## config.mk

```make
export PLATFORM = sky130hd
export DESIGN_NAME = led_fade_sequencer
export DESIGN_NICKNAME = d
export VERILOG_FILES = /design/src/rtl/led_seq_pkg.sv /design/src/rtl/led_fade_sequencer_tick_prescaler.sv /design/src/rtl/led_fade_sequencer.sv
export SDC_FILE = /design/constraint.sdc
export NUM_CORES = 1
export LEC_CHECK = 0
export BUFFER_PORTS_ARGS = -buffer_cell sky130_fd_sc_hd__buf_2
export CORE_ASPECT_RATIO = 1.4
export CORE_MARGIN = 4
export CORE_UTILIZATION = 66
export CTS_BUF_LIST = sky130_fd_sc_hd__clkbuf_4
export CTS_CLUSTER_DIAMETER = 150
export DETAILED_ROUTE_END_ITERATION = 12
export HOLD_SLACK_MARGIN = 0.03
export PLACE_DENSITY_LB_ADDON = 0.15
export SKIP_LAST_GASP = 1
export SLEW_MARGIN = 20
export SYNTH_ARGS = -nofsm -noshare
export SYNTH_HDL_FRONTEND = slang
export SYNTH_SLANG_ARGS = --single-unit
```

## constraint.sdc

```tcl
create_clock -name clk -period 4.45 [get_ports clk]
set_clock_uncertainty 0.15 [all_clocks]
set_input_delay 0.89 -clock clk [delete_from_list [all_inputs] [get_ports clk]]
set_output_delay 0.89 -clock clk [all_outputs]
set_load 0.02 [all_outputs]
```

## src/rtl/led_seq_pkg.sv

```systemverilog
// Shared encodings and duty limits for the LED fade sequencer.
package led_seq_pkg;
  typedef enum logic [2:0] {
    IDLE    = 3'd0,
    UP      = 3'd1,
    HOLD_HI = 3'd2,
    DOWN    = 3'd3,
    HOLD_LO = 3'd4
  } state_t;

  localparam logic [7:0] DUTY_MAX = 8'd255;
  localparam logic [7:0] DUTY_MIN = 8'd0;
endpackage

```

## src/rtl/led_fade_sequencer_tick_prescaler.sv

```systemverilog
// Free-running step-tick divider; tick marks the last count of each period.
module tick_prescaler #(
  parameter int TICK_DIV = 1000
) (
  input  logic clk,
  input  logic rst,
  input  logic en,
  input  logic clr,
  output logic tick
);
  localparam int W = $clog2(TICK_DIV);
  localparam logic [W-1:0] LAST = W'(TICK_DIV - 1);

  logic [W-1:0] pcnt;

  assign tick = (pcnt == LAST);

  always_ff @(posedge clk or posedge rst) begin
    if (rst)      pcnt <= '0;
    else if (clr) pcnt <= '0;
    else if (en)  pcnt <= tick ? '0 : pcnt + 1'b1;
  end
endmodule

```

## src/rtl/led_fade_sequencer.sv

```systemverilog
// Breathing-pattern duty sequencer: ramp up, hold high, ramp down, hold low.
module led_fade_sequencer
  import led_seq_pkg::*;
#(
  parameter int TICK_DIV   = 1000,
  parameter int STEP       = 1,
  parameter int HOLD_TICKS = 250
) (
  input  logic       clk,
  input  logic       rst,
  input  logic       start,
  input  logic       stop,
  input  logic       loop,
  output logic [7:0] duty,
  output logic       busy,
  output logic [2:0] phase,
  output logic       done,
  output logic [7:0] cycles
);
  localparam int HW = $clog2(HOLD_TICKS) + 1;
  localparam logic [HW-1:0] HOLD_LAST = HW'(HOLD_TICKS - 1);
  localparam logic [8:0] STEP9 = 9'(STEP);

  state_t        state, state_n;
  logic [HW-1:0] hcnt;
  logic          stop_pend, stop_any, tick, hold_done;
  logic [8:0]    up_sum, dn_dif;
  logic [7:0]    duty_up, duty_dn, duty_n;
  logic          hold_clr, hold_inc, cyc_inc;

  tick_prescaler #(.TICK_DIV(TICK_DIV)) u_presc (
    .clk  (clk),
    .rst  (rst),
    .en   (state != IDLE),
    .clr  (state == IDLE),
    .tick (tick)
  );

  // 9-bit arithmetic so the carry/borrow bit drives saturation
  assign up_sum    = {1'b0, duty} + STEP9;
  assign dn_dif    = {1'b0, duty} - STEP9;
  assign duty_up   = up_sum[8] ? DUTY_MAX : up_sum[7:0];
  assign duty_dn   = dn_dif[8] ? DUTY_MIN : dn_dif[7:0];
  assign stop_any  = stop | stop_pend;
  assign hold_done = tick && (hcnt == HOLD_LAST);

  always_ff @(posedge clk or posedge rst) begin
    if (rst) state <= IDLE;
    else     state <= state_n;
  end

  always_comb begin
    state_n = state;
    case (state)
      IDLE:    if (start && !stop) state_n = UP;
      UP:      if (stop) state_n = DOWN;
               else if (tick && duty_up == DUTY_MAX) state_n = HOLD_HI;
      HOLD_HI: if (stop || hold_done) state_n = DOWN;
      DOWN:    if (tick && duty_dn == DUTY_MIN)
                 state_n = (loop && !stop_any) ? HOLD_LO : IDLE;
      HOLD_LO: if (stop) state_n = DOWN;
               else if (hold_done) state_n = UP;
      default: state_n = IDLE;
    endcase
  end

  always_comb begin
    duty_n   = duty;
    hold_clr = (state_n != state);
    hold_inc = 1'b0;
    cyc_inc  = 1'b0;
    case (state)
      IDLE:    duty_n = DUTY_MIN;
      UP:      if (!stop && tick) duty_n = duty_up;
      HOLD_HI, HOLD_LO: hold_inc = tick;
      DOWN: if (tick) begin
        duty_n  = duty_dn;
        // a fade entered at 0 (stop during HOLD_LO) was already counted
        cyc_inc = (duty_dn == DUTY_MIN) && (duty != DUTY_MIN);
      end
      default: duty_n = DUTY_MIN;
    endcase
  end

  always_ff @(posedge clk or posedge rst) begin
    if (rst) begin
      duty      <= DUTY_MIN;
      hcnt      <= '0;
      stop_pend <= 1'b0;
      done      <= 1'b0;
      cycles    <= '0;
    end else begin
      duty <= duty_n;
      if (hold_clr)      hcnt <= '0;
      else if (hold_inc) hcnt <= hcnt + 1'b1;
      if (state_n == IDLE)           stop_pend <= 1'b0;
      else if (stop && state != IDLE) stop_pend <= 1'b1;
      done   <= (state != IDLE) && (state_n == IDLE);
      cycles <= cycles + 8'(cyc_inc);
    end
  end

  assign busy  = (state != IDLE);
  assign phase = state;
endmodule

```

==> qor.yml, run 1 <==
h-tree-depth: 2
gp_congestion: 0.9068
ant_nets: 0
drt_iter0_drc: 212
finalHoldViolCount: 0
syn_to_final_growth_pct: 8.415
synth_flop_cell: "dfrtp_1"
powerDensity_nw_per_um2: 233.5
clk_pin_slew_ps: 130
dpl.hpwl_um: 4191
setup_viol: 0
fillers: 293
drtPass1Iterations: 4
worst_slack_ps: 1162
path_class: "reg -> reg"
worstPathRequired_ps: 4570
status: "finished, final reports clean"
tns_ps: 0
pre_cts_ws_ps: 1203
grt_usage_pct: 25.87
dieArea_um2: 4923
portBuffers: 25
fmax_mhz: 304.1
synthArstFlopShare_pct: 100.0
layout.nets: 318
period_needed_ps: 3288
hp-class: "reg -> reg"
die-height_um: 81.44
end_kind: "flop"
ioPinCount: 26
peakVddDrop_v: 0.0002764
wire_per_inst_um: 16.40
tightest_slew_ps: 1122
grt_pass1_wl_um: 9501
post_cts_buffers: 0
slew_headroom_pct: 24.73
syn-cell-area_um2: 2542
dp.cells: 341
numCtsBuffers: 5
core_area_um2: 3676
vias: 2204
synth-seq-cells: 40
antenna_found_initial: 0
synth_cell_type_count: 53
total_leakage_power_nw: 1.267
synth_warnings: 0
clock_latency_ps: 360
ctsHoldBuffers: 0
initial_core_util_pct: 69.16
seq_area_frac_synth_pct: 39.37
synth_edf_count: 0
clock_path_buffers: 2
maxCapViolations: 0
avgSynthCellArea_um2: 8.890
cts_tree: "done"
layout-drive-gt1-share_pct: 13.68
worstPathArrival_ps: 3400
die_w_um: 60.46
grt_overflow_total: 0
fin_cells: 349
syn_nets: 298
grt_start_max_net_pins: 23
cts_resized: 0
num_rows: 26
cts_sinks: 40
fin_crit_sh_pct: 73.89
rsz0062_at_grt: "false"
grt_pass1_vias: 2105
cts_root_buf: "clkbuf_4"
viasPerCell: 6.315
crit_path_start_kind: "flop"
synthCells: 286
final_max_slew_viol_count: 0
worstPathMaxFanout: 11
routed_wirelength_um: 5723
antenna_cells: 0
drc: 0
-- cell families (layout without fill, tap and decap cells) --
group           Yosys count  count (layout)  share of synthesized area (%)
compound gates           58              58                          17.42
xor+xnor                 24              24                          8.268
fa+ha+maj                 7               7                          3.445
buf+inv                  27              48                          4.281
flops                    40              40                          39.37
mux                       5               5                          2.510
simple gates            125             125                          24.71
-- flip-flops by register name (all words and copies together), names as in the netlist --
name,cells
stop_pend,1
done,1
phase,3
duty,8
hcnt,9
u_presc.pcnt,10
cycles,8
-- power by group --
group	total, mW	leakage, nW	switching (mW)	internal, mW
Combinational	0.0295	0.692	0.0211	0.00842
Clock	0.245	0.0454	0.125	0.120
Sequential	0.369	0.530	0.00492	0.364
-- path summary, 6_finish.rpt --
kind,from,end,slack [ps],cells past startpoint
hold reg to reg,u_presc.pcnt[0]$_DFF_PP0_,u_presc.pcnt[0]$_DFF_PP0_,320,1
hold / removal,u_presc.pcnt[0]$_DFF_PP0_,u_presc.pcnt[0]$_DFF_PP0_,320,1
max in group asynchronous,rst,duty[6]$_DFFE_PP0P_,2950,3
setup / recovery,duty[0]$_DFFE_PP0P_,cycles[6]$_DFF_PP0_,1160,12
min in group asynchronous,rst,u_presc.pcnt[2]$_DFF_PP0_,450,2
setup reg to reg,duty[0]$_DFFE_PP0P_,cycles[6]$_DFF_PP0_,1160,12
-- critical path: stages (launching register included) --
cell	delay (ps)
dfrtp_1	540
inv_1	110
ha_1	330
nor4bb_1	270
nand4_1	250
a2111oi_4	510
inv_1	80
nor2_1	120
ha_1	210
ha_1	190
and3_1	190
nand3_1	100
xnor2_1	130
-- final cells by class --
cell class,count,area (um^2),share of cell area (%)
flip-flops and latches,40,1001,36.31
well taps,42,52.55,1.906
repair buffers,26,132.6,4.812
clock inverters,3,47.55,1.725
inverters,14,52.55,1.906
clock buffers,5,37.54,1.362
multi-input cells,219,1433,51.97
-- Yosys cell counts (2+ instances only) --
master	count	share of area, %
or3_1	3	0.74
o21ai_0	11	2.2
nor3_1	14	2.8
dfrtp_1	40	39
nand2_1	26	3.8
nand4_1	7	1.7
nor2_1	33	4.9
nor3b_1	2	0.59
clkbuf_1	9	1.3
and2_1	2	0.49
nand2b_1	3	0.74
xnor2_1	13	4.5
a31oi_1	2	0.49
and3_1	8	2.0
xor2_1	11	3.8
o21bai_1	3	0.89
and4_1	3	1.0
nand3_1	15	3.0
inv_1	14	2.1
a211o_1	3	1.0
ha_1	7	3.4
a2111oi_4	2	2.2
o21ai_1	2	0.39
a211oi_1	2	0.59
buf_2	3	0.59
nor2b_1	3	0.74
a21oi_1	11	2.2
o31ai_1	7	2.1
mux2i_1	3	1.2
-- per-stage QoR --
step / utilization [%] / power, mW / instance area, um^2 / hold WS (ps)
2_1_floorplan: - / 0.3956 / 2542 / 282.9
3_3_place_gp: 72.67 / 0.4051 / 2671 / 300.8
6_report: 74.98 / 0.6436 / 2756 / 318.5
5_1_grt: 74.98 / 0.6717 / 2756 / 355.4
4_1_cts: 74.98 / 0.6486 / 2756 / 323.0
3_5_place_dp: 72.67 / 0.4051 / 2671 / 305.9
-- routing by layer --
metal / vias up / global-route usage, % / wire length (um)
li1: 1060 / - / -
met1: 1049 / 28.38 / 2182
met2: 81 / 47.29 / 3097
met3: 14 / 5.189 / 311
met4: 0 / 10.85 / 132
met5: - / 0 / 0
-- layout by cell type, fill, tap and decap left out, drive strengths merged, types with 2 or more instances in the layout --
master   instances
dfrtp           40
a211o            3
or3              3
ha               7
nand2b           3
nor4             2
a31oi            2
nand3           15
a2111oi          3
o21ai           13
clkbuf           5
buf             26
nand4            7
nor3b            3
o31a             2
mux2i            3
and3             8
a21oi           11
o31ai            7
xor2            11
xnor2           13
nor2b            3
nand2           26
o21bai           3
and4             3
inv             14
and2             2
nor2            33
a211oi           2
a22oi            2
nor3            14
clkinv           2
Power figures use the tool's default switching activity.
==> run 2, diff against run 1 <==
- CORE_UTILIZATION: 66 -> 61
- clock period: 4.45 -> 3.3 ns (I/O delays scaled with it)
==> qor.yml, run 2 (same netlist as run 1, synthesis figures left out) <==
fin_cells: 358  # +2.6%
ioPinCount: 26  # unchanged
core_area_um2: 3986  # +8.4%
clock_path_buffers: 2  # unchanged
worstPathRequired_ps: 3400  # -1170 ps
powerDensity_nw_per_um2: 307.7  # +32%
internal-power_mw: 0.6707  # +36%
slew_headroom_pct: 57.71  # +33 points
top_register: "u_presc.pcnt"
largest_reg_flops: 10  # unchanged
drt_iter0_drc: 189  # -11%
dieArea_um2: 5279  # +7.2%
layout-drive-gt1-share_pct: 16.19  # +2.5 points
drtPass1Iterations: 5  # +1
ctsHoldBuffers: 0  # unchanged
met1_usage_pct: 24.68  # -3.7 points
h-tree-depth: 2  # unchanged
numCtsBuffers: 5  # unchanged
grtUsageMet3_pct: 3.213  # -2.0 points
fillers: 327  # +12%
grt_usage_pct: 22.50  # -3.4 points
power_frac_seq_pct: 57.4  # about the same
finalHoldViolCount: 0  # unchanged
largest_registers: "u_presc.pcnt (10), hcnt (9)"
pwr-share-clk_pct: 37.9  # -0.2 points
initial_core_util_pct: 63.78  # -5.4 points
grt_busiest_layer: "met2"
tns_ps: 0  # unchanged
drc: 0  # unchanged
switchingPower_mw: 0.1956  # +30%
period_needed_ps: 3100  # -187.9 ps
dp.cells: 350  # +2.6%
ant_nets: 0  # unchanged
p_sw_share_pct: 22.58  # -0.89 points
crit_path_start_kind: "flop"
fmax_mhz: 322.6  # +6.1%
syn_to_final_growth_pct: 10.73
fin_crit_sh_pct: 93.95  # +20 points
setup_viol: 0  # unchanged
end_kind: "flop"
num_rows: 27  # +3.8%
antenna_found_initial: 0  # unchanged
path_class: "reg -> reg"
grt_pass1_vias: 2172  # +3.2%
layout_commonest_cell: "dfrtp_1"
status: "finished, final reports clean"
viasPerCell: 6.128  # -3.0%
worstPathMaxFanout: 9  # -2
gp_congestion: 0.9142  # +0.82%
tightest_slew_ps: 634.3  # -487.2 ps
wire_per_inst_um: 15.87  # -3.2%
grt_start_max_net_pins: 41  # +78%
post_cts_buffers: 0  # unchanged
clk_pin_slew_ps: 120  # about the same
grt_util_met2_pct: 43.69  # -3.6 points
cts_tree: "done"
cts_root_buf: "clkbuf_4"
routed_wirelength_um: 5681  # -0.73%
dpl.hpwl_um: 4129  # -1.5%
die_w_um: 62.56  # +3.5%
hp-class: "in -> async"
rsz0062_at_grt: "false"
layout_common_cells: "dfrtp_1, nor2_1, nand2_1, buf_2, nand3_1"
clock_latency_ps: 350  # about the same
total_leakage_power_nw: 1.311  # +3.4%
peakVddDrop_v: 0.0002072  # -25%
vias: 2194  # -0.45%
grt_overflow_total: 0  # unchanged
final_max_slew_viol_count: 0  # unchanged
maxCapViolations: 0  # unchanged
die-height_um: 84.39  # +3.6%
layout.nets: 326  # +2.5%
cts_sinks: 40  # unchanged
grt_pass1_wl_um: 9701  # +2.1%
power_mw: 0.8663  # +35%
r2r_cells: 11  # -1
p_comb_share_pct: 4.7  # about the same
worstPathArrival_ps: 3200  # -200 ps
portBuffers: 25  # unchanged
antenna_cells: 0  # unchanged
run 2: changes by cell type in the layout (fill, tap and decap cells not counted), sizes merged:
cell    delta
buf        +8
clkbuf     +1
clkinv     -1
run 2: layout make-up:
class                      count  area (um^2)  area share [%]
timing repair buffer          34        192.7           6.844
tap                           43        53.80           1.911
multi-input combinational    219         1435           50.98
clock inverter                 2        35.03           1.244
sequential                    40         1001           35.56
clock buffer                   6        45.04           1.600
inverter                      14        52.55           1.867
run 2: routing by layer:
| layer | up-vias | wire (um) |
|---|---|---|
| met2 | 56 | 3165 |
| met4 | 0 | 116 |
| met5 | - | 0 |
| li1 | 1076 | - |
| met1 | 1048 | 2196 |
| met3 | 14 | 203 |
run 2: power by group through the flow:
stage / logic (mW) / clock network (mW) / registers, mW
3_3_place_gp: 0.0408 / 0 / 0.507
2_1_floorplan: 0.0308 / 0 / 0.503
4_1_cts: 0.0417 / 0.334 / 0.497
6_report: 0.0406 / 0.328 / 0.497
3_5_place_dp: 0.0413 / 0 / 0.507
5_1_grt: 0.0458 / 0.359 / 0.498
run 2: through the flow:
step                hold slack, ps  worst slack [ps]  instance area, um^2  util (%)
floorplan                    282.9             199.4                 2542         -
global placement             297.9             317.7                 2733     68.55
detailed placement           305.6             224.7                 2733     68.55
CTS                          290.2             184.2                 2813     70.56
global route                 297.7            0.5778                 2815     70.62
finish                       268.5             199.7                 2815     70.62
run 2: final timing paths:
check | from | endpoint | slack (ps)
min in group clk | u_presc.pcnt[0]$_DFF_PP0_ | u_presc.pcnt[0]$_DFF_PP0_ | 320
min | rst | cycles[2]$_DFF_PP0_ | 270
max in group asynchronous | rst | hcnt[3]$_DFFE_PP0P_ | 2380
min reg2reg | u_presc.pcnt[0]$_DFF_PP0_ | u_presc.pcnt[0]$_DFF_PP0_ | 320
max | duty[0]$_DFFE_PP0P_ | cycles[6]$_DFF_PP0_ | 200
max reg2reg | duty[0]$_DFFE_PP0P_ | cycles[6]$_DFF_PP0_ | 200
run 2: repair_timing:
| item | 4_1_cts | 5_1_grt |
|---|---|---|
| gates resized for setup | 0 | 1 |
| endpoints found under the setup margin | 0 | 1 |
| hold endpoints to repair | 0 | 0 |
run 2: worst max-delay path, stage by stage, from the launching register on:
cell       delay [ps]
dfrtp_1           410
buf_4             160
or3_1             470
o31a_4            350
a2111oi_4         410
inv_1              70
nor2_1            130
ha_1              200
ha_1              180
and3_1            200
nand3_1           110
xnor2_1           140
==> run 3, diff against run 2 <==
- BUFFER_PORTS_ARGS: -buffer_cell sky130_fd_sc_hd__buf_2 -> -buffer_cell sky130_fd_sc_hd__buf_4
- CAP_MARGIN: default -> 10
==> qor.yml, run 3 (same netlist as run 1, synthesis figures left out) <==
numCtsBuffers: 5  # unchanged
peakVddDrop_v: 0.0002196  # +6.0%
layout.nets: 329  # +0.92%
layout-drive-gt1-share_pct: 16.72  # +0.53 points
dieArea_um2: 5279  # unchanged
whs_ps: 269.5  # +1.008 ps
worstPathRequired_ps: 3400  # about the same
cts_tree: "done"
grt_start_max_net_pins: 41  # unchanged
slew_headroom_pct: 54.82  # -2.9 points
worstPathMaxFanout: 9  # unchanged
grt_overflow_total: 0  # unchanged
fmax_mhz: 326.3  # +1.2%
cts_sinks: 40  # unchanged
h-tree-depth: 2  # unchanged
clk_pin_slew_ps: 120  # about the same
ioPinCount: 26  # unchanged
finalHoldViolCount: 0  # unchanged
switchingPower_mw: 0.1925  # -1.6%
ctsHoldBuffers: 0  # unchanged
antenna_found_initial: 0  # unchanged
drt_iter0_drc: 180  # -4.8%
antenna_cells: 0  # unchanged
cpMaxStageDelayCell: "or3_1"
powerDensity_nw_per_um2: 270.3  # -12%
drc: 0  # unchanged
rsz0062_at_grt: "false"
layout_common_cells: "dfrtp_1, buf_4, nor2_1, nand2_1, nand3_1"
fin_crit_sh_pct: 92.87  # -1.1 points
power_frac_seq_pct: 64.1  # +6.7 points
routed_wirelength_um: 5572  # -1.9%
clock_latency_ps: 350  # about the same
end_kind: "flop"
gp_congestion: 0.9451  # +3.4%
largest_registers: "u_presc.pcnt (10), hcnt (9)"
slowest_delay_ps: 470  # about the same
critPathBufInv: 2  # unchanged
die-height_um: 84.39  # unchanged
power_mw: 0.7758  # -10%
grt_pass1_vias: 2155  # -0.78%
p_comb_share_pct: 5.4  # +0.7 points
cts_root_buf: "clkbuf_4"
post-route-util_pct: 72.00  # +1.4 points
top_register: "u_presc.pcnt"
setup_viol: 0  # unchanged
crit_path_start_kind: "flop"
grt_usage_pct: 22.92  # +0.41 points
final_max_slew_viol_count: 0  # unchanged
wire_per_inst_um: 15.48  # -2.5%
vias: 2203  # +0.41%
largest_reg_flops: 10  # unchanged
ant_nets: 0  # unchanged
pwr-share-clk_pct: 30.4  # -7.5 points
maxCapViolations: 0  # unchanged
syn_to_final_growth_pct: 12.89
dpl.hpwl_um: 4032  # -2.3%
viasPerCell: 6.119  # -0.15%
hp-class: "in -> async"
layout_commonest_cell: "dfrtp_1"
die_w_um: 62.56  # unchanged
crit_path_cell_trace: "buf_4, or3_1, o31a_4, a2111oi_4, inv_1, nor2_1, ha_1, ha_1, and3_1, nand3_1, xnor2_1"
path_class: "reg -> reg"
p_sw_share_pct: 24.82  # +2.2 points
portBuffers: 25  # unchanged
grt_pass1_wl_um: 9873  # +1.8%
tns_ps: 0  # unchanged
critPathTopFamily: "simple AND/OR/NAND/NOR gates"
num_rows: 27  # unchanged
initial_core_util_pct: 63.78  # unchanged
worstPathArrival_ps: 3160  # -40 ps
status: "finished, final reports clean"
tightest_slew_ps: 677.8  # +43.41 ps
internal-power_mw: 0.5833  # -13%
core_area_um2: 3986  # unchanged
clock_path_buffers: 2  # unchanged
cpMostUsedCell: "ha_1"
period_needed_ps: 3065  # -35.69 ps
total_leakage_power_nw: 1.315  # +0.31%
drtPass1Iterations: 4  # -1
==> run 3: path summary, 6_finish.rpt <==
path,from,end,slack (ps),depth (start not counted)
hold / removal,rst,cycles[2]$_DFF_PP0_,270,3
max in group asynchronous,rst,hcnt[5]$_DFFE_PP0P_,2380,3
min in group clk,u_presc.pcnt[0]$_DFF_PP0_,u_presc.pcnt[0]$_DFF_PP0_,310,1
setup / recovery,duty[0]$_DFFE_PP0P_,cycles[6]$_DFF_PP0_,240,11
setup reg to reg,duty[0]$_DFFE_PP0P_,cycles[6]$_DFF_PP0_,240,11
hold reg to reg,u_presc.pcnt[0]$_DFF_PP0_,u_presc.pcnt[0]$_DFF_PP0_,310,1
==> run 3: stage by stage <==
step / std cells / cell area, um^2 / setup slack (ps)
after global routing: 360 / 2870 / 10.54
after floorplan: 286 / 2542 / 199.4
after global placement: 352 / 2810 / 316.6
after CTS: 359 / 2860 / 213.1
final: 360 / 2870 / 235.4
after detailed placement: 352 / 2810 / 232.5
==> run 3: repair_timing <==
item                                    in CTS  in global routing
endpoints found under the setup margin       0                  1
gates resized for setup                      0                  1
buffers inserted                             0                  1
==> run 3: power by group through the flow <==
stage          logic, mW  registers, mW  clock network (mW)
2_1_floorplan     0.0308          0.503                   0
3_3_place_gp      0.0429          0.507                   0
3_5_place_dp      0.0428          0.507                   0
4_1_cts           0.0430          0.498               0.243
5_1_grt           0.0477          0.498               0.272
6_report          0.0423          0.498               0.236
==> run 3: worst register-to-register path: cells and delay by family, from the launching register on <==
family / cells / cell delay [ps]
buffers and inverters: 2 / 250
XOR/XNOR: 1 / 130
AO/OA/AOI/OAI: 2 / 740
adder cells (fa/ha/maj): 2 / 380
AND/OR/NAND/NOR: 4 / 910
flip-flops: 1 / 410
==> run 3: layout make-up <==
cell class                 count  area (um^2)
fill                         324         1116
tap                           43        53.80
clock inverter                 2        12.51
inverter                      14        52.55
timing repair buffer          37        277.8
clock buffer                   5        37.54
multi-input combinational    219         1435
sequential                    40         1001
==> run 3: metal layers <==
layer  vias up  GRT usage (%)  wire [um]
li1       1084              -          -
met1      1034          26.55       2276
met5         -              0          0
met3        22          4.418        234
met2        63          39.42       2867
met4         0          12.85        193
